## src/rtl/shift_reg_cfg_rx.sv

```systemverilog
// Serial config receiver: shifts sdata into a dynamic or static chain and commits the word only
// when exactly the chain length was shifted. Commit visible 1 cycle after select drops; no backpressure.
module shift_reg_cfg_rx #(
    parameter int SIZESRSTAT = 88,
    parameter int SIZESRDYN  = 16,
    parameter int CNTW       = 8
) (
    input  logic                  clk_i,
    input  logic                  rst_i,
    input  logic                  sdata_i,
    input  logic                  sel_dyn_i,
    input  logic                  sel_stat_i,
    input  logic                  clr_err_i,
    output logic [SIZESRDYN-1:0]  dyn_cfg_o,
    output logic [SIZESRSTAT-1:0] stat_cfg_o,
    output logic                  dyn_upd_o,
    output logic                  stat_upd_o,
    output logic                  sdo_o,
    output logic                  busy_o,
    output logic                  err_len_o,
    output logic                  err_sel_o
);

    typedef enum logic [1:0] {IDLE, SHIFT_DYN, SHIFT_STAT, ABORT} state_e;

    localparam logic [CNTW-1:0] CNT_MAX  = '1;
    localparam logic [CNTW-1:0] DYN_LEN  = CNTW'(SIZESRDYN);
    localparam logic [CNTW-1:0] STAT_LEN = CNTW'(SIZESRSTAT);

    state_e                  state_q, state_d;
    logic [SIZESRDYN-1:0]    dyn_q, dyn_d;
    logic [SIZESRSTAT-1:0]   stat_q, stat_d;
    logic [CNTW-1:0]         cnt_q, cnt_d, cnt_inc;
    logic [SIZESRDYN-1:0]    dyn_cfg_q, dyn_cfg_d;
    logic [SIZESRSTAT-1:0]   stat_cfg_q, stat_cfg_d;
    logic                    dyn_upd_q, dyn_upd_d;
    logic                    stat_upd_q, stat_upd_d;
    logic                    err_len_q, err_len_d;
    logic                    err_sel_q, err_sel_d;
    logic                    set_len, set_sel;

    always_ff @(posedge clk_i) begin
        if (rst_i) begin
            state_q    <= IDLE;
            dyn_q      <= '0;
            stat_q     <= '0;
            cnt_q      <= '0;
            dyn_cfg_q  <= '0;
            stat_cfg_q <= '0;
            dyn_upd_q  <= 1'b0;
            stat_upd_q <= 1'b0;
            err_len_q  <= 1'b0;
            err_sel_q  <= 1'b0;
        end else begin
            state_q    <= state_d;
            dyn_q      <= dyn_d;
            stat_q     <= stat_d;
            cnt_q      <= cnt_d;
            dyn_cfg_q  <= dyn_cfg_d;
            stat_cfg_q <= stat_cfg_d;
            dyn_upd_q  <= dyn_upd_d;
            stat_upd_q <= stat_upd_d;
            err_len_q  <= err_len_d;
            err_sel_q  <= err_sel_d;
        end
    end

    always_comb begin
        state_d = state_q;
        unique case (state_q)
            IDLE: begin
                if (sel_dyn_i && sel_stat_i) state_d = ABORT;
                else if (sel_dyn_i)          state_d = SHIFT_DYN;
                else if (sel_stat_i)         state_d = SHIFT_STAT;
            end
            SHIFT_DYN: begin
                if (sel_stat_i)      state_d = ABORT;
                else if (!sel_dyn_i) state_d = IDLE;
            end
            SHIFT_STAT: begin
                if (sel_dyn_i)        state_d = ABORT;
                else if (!sel_stat_i) state_d = IDLE;
            end
            ABORT: begin
                if (!sel_dyn_i && !sel_stat_i) state_d = IDLE;
            end
            default: state_d = IDLE;
        endcase
    end

    assign cnt_inc = (cnt_q == CNT_MAX) ? cnt_q : cnt_q + CNTW'(1);

    always_comb begin
        dyn_d      = dyn_q;
        stat_d     = stat_q;
        cnt_d      = cnt_q;
        dyn_cfg_d  = dyn_cfg_q;
        stat_cfg_d = stat_cfg_q;
        dyn_upd_d  = 1'b0;
        stat_upd_d = 1'b0;
        set_len    = 1'b0;
        set_sel    = 1'b0;
        unique case (state_q)
            IDLE: begin
                if (sel_dyn_i && sel_stat_i) begin
                    set_sel = 1'b1;
                end else if (sel_dyn_i) begin
                    dyn_d = {{(SIZESRDYN-1){1'b0}}, sdata_i};
                    cnt_d = CNTW'(1);
                end else if (sel_stat_i) begin
                    stat_d = {{(SIZESRSTAT-1){1'b0}}, sdata_i};
                    cnt_d  = CNTW'(1);
                end
            end
            SHIFT_DYN: begin
                if (sel_stat_i) begin
                    set_sel = 1'b1;
                end else if (sel_dyn_i) begin
                    dyn_d = {dyn_q[SIZESRDYN-2:0], sdata_i};
                    cnt_d = cnt_inc;
                end else if (cnt_q == DYN_LEN) begin
                    dyn_cfg_d = dyn_q;
                    dyn_upd_d = 1'b1;
                end else begin
                    set_len = 1'b1;
                end
            end
            SHIFT_STAT: begin
                if (sel_dyn_i) begin
                    set_sel = 1'b1;
                end else if (sel_stat_i) begin
                    stat_d = {stat_q[SIZESRSTAT-2:0], sdata_i};
                    cnt_d  = cnt_inc;
                end else if (cnt_q == STAT_LEN) begin
                    stat_cfg_d = stat_q;
                    stat_upd_d = 1'b1;
                end else begin
                    set_len = 1'b1;
                end
            end
            default: ;
        endcase
        // Setting an error wins over a simultaneous clear.
        err_len_d = set_len | (err_len_q & ~clr_err_i);
        err_sel_d = set_sel | (err_sel_q & ~clr_err_i);
    end

    always_comb begin
        busy_o = (state_q != IDLE);
        sdo_o  = 1'b0;
        if (state_q == SHIFT_DYN)  sdo_o = dyn_q[SIZESRDYN-1];
        if (state_q == SHIFT_STAT) sdo_o = stat_q[SIZESRSTAT-1];
    end

    assign dyn_cfg_o  = dyn_cfg_q;
    assign stat_cfg_o = stat_cfg_q;
    assign dyn_upd_o  = dyn_upd_q;
    assign stat_upd_o = stat_upd_q;
    assign err_len_o  = err_len_q;
    assign err_sel_o  = err_sel_q;

endmodule

```

## config.mk

```make
export PLATFORM = sky130hd
export DESIGN_NAME = shift_reg_cfg_rx
export DESIGN_NICKNAME = d
export VERILOG_FILES = /design/src/rtl/shift_reg_cfg_rx.sv
export SDC_FILE = /design/constraint.sdc
export NUM_CORES = 1
export LEC_CHECK = 0
export CAP_MARGIN = 20
export CORE_MARGIN = 4
export CORE_UTILIZATION = 54
export DETAILED_ROUTE_END_ITERATION = 7
export PLACE_DENSITY = 0.79
export SLEW_MARGIN = 20
export SYNTH_ARGS = -nofsm -noshare
export SYNTH_HDL_FRONTEND = slang
export SYNTH_SLANG_ARGS = --single-unit
```

## constraint.sdc

```tcl
create_clock -name clk_i -period 2 [get_ports clk_i]
set_input_delay 0.3 -clock clk_i [delete_from_list [all_inputs] [get_ports clk_i]]
set_output_delay 0.3 -clock clk_i [all_outputs]
set_load 0.005 [all_outputs]
```

Word level (Yosys, flattened, before mapping)
Index checks and enable logic that the tools add are counted.
{"block": "totals", "regBits": 222, "in_bits": 6}
{"block": "op_classes", "add_sub_neg": 1, "eq_ne": 19, "n_mux": 44, "bitwise": 9, "reduce_logical": 17}
{"operator": "two-way mux 88 bit", "count": 5}
{"operator": "one-hot mux 88 bit (2 select lines)", "count": 1}
{"operator": "two-way mux 16 bit", "count": 4}
{"operator": "two-way mux 8 bit", "count": 8}
{"operator": "one-hot mux 16 bit (2 select lines)", "count": 1}
{"operator": "one-hot mux 8 bit (3 select lines)", "count": 1}
{"operator": "!= test 2 bit (second input constant)", "count": 9}
{"operator": "two-way mux 2 bit", "count": 8}
{"operator": "two-way mux 1 bit", "count": 13}
{"operator": "AND reduction 4 bit", "count": 3}
{"operator": "!= test 3 bit (second input constant)", "count": 3}
{"operator": "adder 8 x 1 -> 8 bit (second input constant)", "count": 1}
{"operator": "== test 8 x 5 -> 1 bit (second input constant)", "count": 1}
{"operator": "== test 8 x 7 -> 1 bit (second input constant)", "count": 1}
{"operator": "== test 8 bit (second input constant)", "count": 1}
{"operator": "one-hot mux 2 bit (4 select lines)", "count": 1}
{"operator": "OR reduction 4 bit", "count": 2}
{"operator": "AND reduction 7 bit", "count": 1}
{"operator": "AND reduction 6 bit", "count": 1}
{"operator": "nonzero test 2 bit", "count": 3}
{"operator": "NOT 1 bit", "count": 5}
{"operator": "AND reduction 5 bit", "count": 1}
{"operator": "== test 2 bit (second input constant)", "count": 2}
{"operator": "!= test 4 bit (second input constant)", "count": 1}
{"operator": "9 further kinds", "count": 13}

Depth between registers and ports, before layout
Gate-level depths: netlist of run 1.
{"block": "depth", "depth_word": 6, "depth_mapped": 9, "depth_no_buf": 7}

Worst setup path before layout of run 1
No wires, ideal clock.
{"block": "synth_timing", "path_kind": "register to register", "startpoint": "reg state_q[1]", "endpoint": "reg cnt_q[2]", "setup_time_ns": 0.101, "arrival_time_ns": 1.634, "setup_slack_ns": 0.265, "stages_incl_launch_ff": 9, "path_buffers": 1, "cell_sequence": "dfxtp_1 inv_1 ha_1 clkbuf_1 nor2_1 o21ai_1 a21oi_2 nand2_1 o41ai_1"}
{"block": "synth_between", "elab_chain_cells": 3, "elab_cells_between_ends": 12}
{"item": "start, declared", "line": "30", "rtl": "state_e state_q, state_d;"}
{"item": "start signal, assigned", "line": "55", "rtl": "state_q <= state_d;"}
{"item": "== test 2 bit (tied with other cells)", "line": "103", "rtl": "unique case (state_q)"}
{"item": "!= test 2 bit (no source line) (tied with other cells)"}
{"item": "AND reduction 7 bit (no source line)"}
{"item": "end signal, assigned", "line": "58", "rtl": "cnt_q <= cnt_d;"}
{"item": "end, declared", "line": "33", "rtl": "logic [CNTW-1:0] cnt_q, cnt_d, cnt_inc;"}
Parallel ways exist; a longest one is shown, timed or not.
A chain may end at the register's enable or synchronous reset.

Final worst setup path of run 1
{"block": "layout_timing", "startpoint": "reg state_q[0]", "endpoint": "out sdo_o"}
{"block": "layout_between", "elab_chain_cells": 3, "elab_cells_between_ends": 4}
{"item": "== test 2 x 1 -> 1 bit", "line": "151", "rtl": "if (state_q == SHIFT_DYN) sdo_o = dyn_q[SIZESRDYN-1];"}
{"item": "two-way mux 1 bit", "line": "151"}
{"item": "two-way mux 1 bit (*)", "line": "152", "rtl": "if (state_q == SHIFT_STAT) sdo_o = stat_q[SIZESRSTAT-1];"}
{"item": "end, declared", "line": "18", "rtl": "output logic sdo_o,"}
Mark *: on every way between the ends. The rest lies on a longest branch, timed or not.

==> results_dict.tcl, run 1 <==
set metrics [dict create \
    ctsLongestPathBuffers 3 \
    detail_route.iter0.violations 512 \
    area_growth_pct 28.85 \
    drive_gt1_frac 0.08504 \
    clock-root-buffer "clkbuf_16" \
    worstSkewPairLatency_ps 490 \
    synth_async_sr_flop_share 0 \
    drc 0 \
    post-route-util 0.7239 \
    slew_headroom 0.5337 \
    vias 6584 \
    min_period_ps 1907 \
    slew_violations 0 \
    holdCritPathClass "in -> reg" \
    die_h_um 129.1 \
    ys_seq_area_frac 0.5612 \
    total_power_uw 10060 \
    synthFlopType "dfxtp_1" \
    tns_ps 0 \
    max_freq_mhz 524.4 \
    cp_cell_sequence "inv_1 > ha_4 > nand2_1 > o21ai_2 > dlygate4sd2_1" \
    grt_pass1_wl_um 29120 \
    syn_inst 909 \
    powerDensity_nw_per_um2 986.4 \
    critPathRequiredTime_ps 1700 \
    pin_count 116 \
    post-place-ws_ps -22.00 \
    cts_sinks 222 \
    critPathBufInv 2 \
    first_global_vias 6065 \
    path_delay_family "buffers and inverters" \
    slowest_delay_ps 360 \
    core-area_um2 14100 \
    diodes 0 \
    crit_path_top_delay_cell "dfxtp_4" \
    tightest_slew_ps 699.5 \
    status "finished, final reports clean" \
    power.leakage_uw 0.003485 \
    port_buffers 115 \
    first_pass_iters 5 \
    final_nets 1020 \
    grt_max_degree 88 \
    start_util 0.5618 \
    grtUsageTotal 0.2052 \
    yosysUniqueCellTypes 38 \
    clk_pin_slew_ps 60 \
    routedWlPerCell_um 14.67 \
    antenna_found_initial 0 \
    cp-start-kind "register" \
    seqCellArea_um2 4449 \
    finalWirelength_um 17650 \
    dp_hpwl_um 10500 \
    fin_crit_sh 0.9535 \
    ys_ff_latch 222 \
    critical_path_class "reg -> out" \
    num_rows 43 \
    h-tree-depth 1 \
    ir_drop_mv 0.7792 \
    synth.cell_area_um2 7919 \
    layout_setup_ws_ps 92.91 \
    cts_buffers 23 \
    setup_viol 0 \
    syn_avg_cell_area_um2 8.712 \
    end_kind "output port" \
    synth-edff-count 0 \
    overflow 0 \
    cp_max_fo 6 \
    cp.arrival_ps 1610 \
    finalHoldViolCount 0 \
    n_fill_cell 1085 \
    die_x_um 129.1 \
    vias_per_cell 5.473 \
    ant_nets 0 \
    syn-num-nets 921 \
    ys_warn_count 0 \
    cts_tree "done" \
    skew_ps 9.408 \
    ctsHoldBuffers 0 \
    rsz0062_at_grt "no" \
    multiInputGateArea_um2 3153 \
    cap_viol_max_count 0 \
    gp_congestion 0.8143 \
    dieArea_um2 16670 \
]
## worst register-to-register path: cells and delay by family, from the launching register on
family | cells | cell delay [ps]
AOI/OAI and AO/OA | 3 | 430
adders and majority gates | 1 | 290
buffers and inverters | 2 | 260
DFF | 1 | 370
and+or+nand+nor | 2 | 390
## kinds of logic (layout without fill, tap and decap cells)
kind of cell	count (synthesis)	in the layout	share of synthesized area
simple gates	351	351	0.1754
compound gates	228	228	0.1834
fa+ha+maj	6	6	0.009480
flops	222	222	0.5612
mux	18	18	0.02291
buf+inv	84	198	0.04756
## timing repair
| item | 4_1_cts | 5_1_grt |
|---|---|---|
| pin swaps | 1 | 0 |
| gates resized for setup | 12 | 2 |
| setup endpoints to repair | 2 | 3 |
| gates cloned | 0 | 1 |
| setup buffers | 1 | 0 |
## power breakdown
group,total (uW),leakage (uW),switching (uW),internal (uW)
clock network,4130,0.000364,1660,2470
registers,4550,0.00179,69.3,4480
logic,1380,0.00133,846,534
total,10100,0.00348,2580,7490
## layout make-up
class                   instances  share of cell area
multi-input cells             603              0.3090
clock inverters                 7            0.006990
clock buffers                  33             0.06597
well taps                     180             0.02207
inverters                      10            0.003679
repair buffers                148              0.1562
flip-flops and latches        222              0.4361
## cell usage after synthesis, types with 2 or more instances
cell | number | share of area
a211o_1 | 3 | 0.0033
a211oi_1 | 2 | 0.0019
a21oi_1 | 104 | 0.066
a22oi_1 | 97 | 0.092
and2_1 | 3 | 0.0024
and3_1 | 3 | 0.0024
buf_2 | 22 | 0.014
buf_6 | 4 | 0.0057
clkbuf_1 | 47 | 0.022
dfxtp_1 | 222 | 0.56
ha_1 | 6 | 0.0095
inv_1 | 10 | 0.0047
mux2i_1 | 17 | 0.021
nand2_1 | 196 | 0.093
nand2b_1 | 2 | 0.0016
nand3_1 | 10 | 0.0063
nand4_1 | 2 | 0.0016
nor2_1 | 125 | 0.059
nor2b_1 | 5 | 0.0040
nor3_1 | 2 | 0.0013
o21ai_0 | 5 | 0.0032
o21ai_1 | 3 | 0.0019
o221a_2 | 2 | 0.0028
o41ai_1 | 3 | 0.0033
## stage by stage
stage | cells | hold WS, ps | area [um2]
2_1_floorplan | 909 | 441.6 | 7919
3_3_place_gp | 1161 | 441.8 | 9379
3_5_place_dp | 1161 | 445.8 | 9379
4_1_cts | 1202 | 290.9 | 10170
5_1_grt | 1203 | 317.7 | 10200
6_report | 1203 | 260.1 | 10200
## cell usage in the layout, fill, tap and decap left out, drive strengths merged, types with 2 or more instances in the layout
cell type      count
a22oi             97
inv               11
nand2            196
nor2b              5
o41ai              3
and2               3
nand3             10
o221a              2
nand2b             2
a211o              3
mux2i             17
ha                 6
a21oi            105
dfxtp            222
nor3               2
clkbuf            34
buf               33
o21ai              8
a211oi             2
clkdlybuf4s50    112
nand4              2
and3               3
clkinv             3
clkinvlp           2
nor2             125
## per-layer routing
metal | share of wire | global-route usage | up-vias
met5 | 0 | 0 | -
met4 | 0.025 | 0.05435 | 0
met3 | 0.056 | 0.04204 | 37
met2 | 0.46 | 0.3192 | 198
met1 | 0.46 | 0.2934 | 3063
li1 | - | - | 3286
## sequential cells by signal, summed over array words and instances, names as in the netlist
signal / flops
stat_cfg_o: 88
stat_q: 88
dyn_cfg_o: 16
dyn_q: 16
cnt_q: 8
state_q: 2
dyn_upd_o: 1
err_len_o: 1
err_sel_o: 1
stat_upd_o: 1
## worst paths after layout
check	to	depth (start not counted)	from	slack, ps
worst min register to register	stat_cfg_o[49]	2	stat_cfg_o[49]	450
worst max-delay path	sdo_o	5	state_q[0]	90
worst max register to register	cnt_q[3]	8	state_q[0]	150
worst min-delay path	err_sel_o	2	rst_i	260
Note: power is estimated with default switching activity, not from simulation.
==> inputs of run 2 (changes only) <==
--- a/config.mk
+++ b/config.mk
@@ -9,6 +9,7 @@
 export CORE_MARGIN = 4
 export CORE_UTILIZATION = 54
 export DETAILED_ROUTE_END_ITERATION = 7
+export MAX_ROUTING_LAYER = met4
 export PLACE_DENSITY = 0.79
 export SLEW_MARGIN = 20
 export SYNTH_ARGS = -nofsm -noshare
==> run 2 against run 1 <==
  * Utilization unchanged
  * Critical path depth unchanged
  * Combinational power about the same
  * Wire length increased by 0.12%
  * Total power about the same
  * Via count increased by 0.30%
  * Hold slack got worse by 2.7 ps
  * Sequential cell count unchanged
  * Clock skew increased by 0.62 ps
  * Largest cell class unchanged
==> results_dict.tcl, run 2 (synthesis gave the netlist of run 1 again) <==
set metrics [dict create \
    clock-root-buffer "clkbuf_16" \
    cp.arrival_ps 1610 \
    setup_viol 0 \
    r2r_start "state_q[0]" \
    p_int_uw 7487 \
    cp_max_fo 6 \
    ctsLongestPathBuffers 3 \
    cp-start-kind "register" \
    core-area_um2 14100 \
    place_inst 1161 \
    holdCritPathClass "in -> reg" \
    clock_power_share 0.410 \
    layout_setup_ws_ps 93.97 \
    drc 0 \
    cts_tree "done" \
    max_freq_mhz 524.7 \
    gp_congestion 0.8264 \
    area_growth_pct 28.85 \
    p_switching_uw 2581 \
    r2r_cells 8 \
    slew_violations 0 \
    port_buffers 115 \
    pwr-share-seq 0.452 \
    diodes 0 \
    status "finished, final reports clean" \
    cts_buffers 23 \
    first_global_vias 6055 \
    critPathRequiredTime_ps 1700 \
    ctsHoldBuffers 0 \
    final_nets 1020 \
    power_frac_comb 0.138 \
    grtUsageTotal 0.2116 \
    r2r-end "cnt_q[3]" \
    whs_ps 257.4 \
    final_cell_mix "dfxtp_1 (220), nand2_1 (196), nor2_1 (125), clkdlybuf4s50_1 (112), a21oi_1 (104)" \
    crit_end "sdo_o" \
    post_dp_cell_area_um2 9379 \
    drive_gt1_frac 0.08504 \
    dieArea_um2 16670 \
    grt_max_degree 88 \
    pin_count 116 \
    powerDensity_nw_per_um2 986.7 \
    skew_ps 10.03 \
    die_x_um 129.1 \
    tightest_slew_ps 710.3 \
    worstSkewPairLatency_ps 490 \
    stdcell_count 1203 \
    num_rows 43 \
    slew_headroom 0.5265 \
    critical_path_class "reg -> out" \
    ir_drop_mv 0.7794 \
    cts_sinks 222 \
    fin_crit_sh 0.9530 \
    ant_nets 0 \
    antenna_found_initial 0 \
    dp_hpwl_um 10500 \
    h-tree-depth 1 \
    vias 6604 \
    routedWlPerCell_um 14.69 \
    clk_pin_slew_ps 60 \
    rrSetupSlack_ps 140 \
    detail_route.iter0.violations 493 \
    cap_viol_max_count 0 \
    startpoint "state_q[0]" \
    overflow 0 \
    final_area_um2 10200 \
    finalWirelength_um 17670 \
    vias_per_cell 5.490 \
    finalHoldViolCount 0 \
    layout_commonest_cell "dfxtp_1" \
    min_period_ps 1906 \
    swShare 0.2563 \
    die_h_um 129.1 \
    total_power_uw 10070 \
    end_kind "output port" \
    first_pass_iters 5 \
    rsz0062_at_grt "no" \
    post-place-ws_ps -22.00 \
    power.leakage_uw 0.003485 \
    grt_pass1_wl_um 29120 \
    n_fill_cell 1085 \
    start_util 0.5618 \
]
[run 2: cell counts in the layout (fill, tap and decap cells not counted)]
Identical to the previous run, type by type.
[run 2: repair_timing]
action / 4_1_cts / 5_1_grt
buffers inserted: 1 / 0
endpoints found under the setup margin: 2 / 3
pin swaps: 1 / 0
cloned: 0 / 1
gates resized for setup: 12 / 2
[run 2: critical path, cell delays in order (launching register included)]
cell,delay (ps)
dfxtp_4,360
inv_1,150
ha_4,200
nand2_1,100
o21ai_2,60
dlygate4sd2_1,250
[run 2: worst min path at each step]
stage,start,end,slack [ps],depth (start not counted)
after floorplan,stat_q[0],stat_cfg_o[0],440,2
after global placement,stat_cfg_o[86],stat_cfg_o[86],440,2
after detailed placement,stat_cfg_o[49],stat_cfg_o[49],450,2
after CTS,rst_i,err_sel_o,290,2
after global routing,rst_i,stat_q[24],320,2
final,rst_i,err_sel_o,260,2
[run 2: power groups by stage]
stage / clock network (uW) / logic (uW) / registers (uW)
final: 4130 / 1380 / 4550
after global placement: 0 / 1250 / 4620
after detailed placement: 0 / 1280 / 4630
after global routing: 4430 / 1500 / 4550
after floorplan: 0 / 788 / 4620
after CTS: 4220 / 1360 / 4540
[run 2: final cells by class]
cell class                 instances  area (um2)  area share
clock buffer                      33       673.1     0.06597
sequential                       222        4449      0.4361
inverter                          10       37.54    0.003679
multi-input combinational        603        3153      0.3090
clock inverter                     7       71.32    0.006990
tap                              180       225.2     0.02207
timing repair buffer             148        1594      0.1562
[run 2: metal layers]
metal	track usage	routed length, um	vias up
li1	-	-	3287
met1	0.2961	8179	3104
met2	0.3189	8152	180
met3	0.03875	927	33
met4	0.05435	409	0
met5	-	0	-
[run 2: through the flow]
| stage | util | setup TNS (ps) |
|---|---|---|
| finish | 0.7239 | 0 |
| global route | 0.7239 | 0 |
| CTS | 0.7212 | 0 |
| detailed placement | 0.6654 | -65.11 |
| global placement | 0.6654 | 0 |
| floorplan | - | 0 |
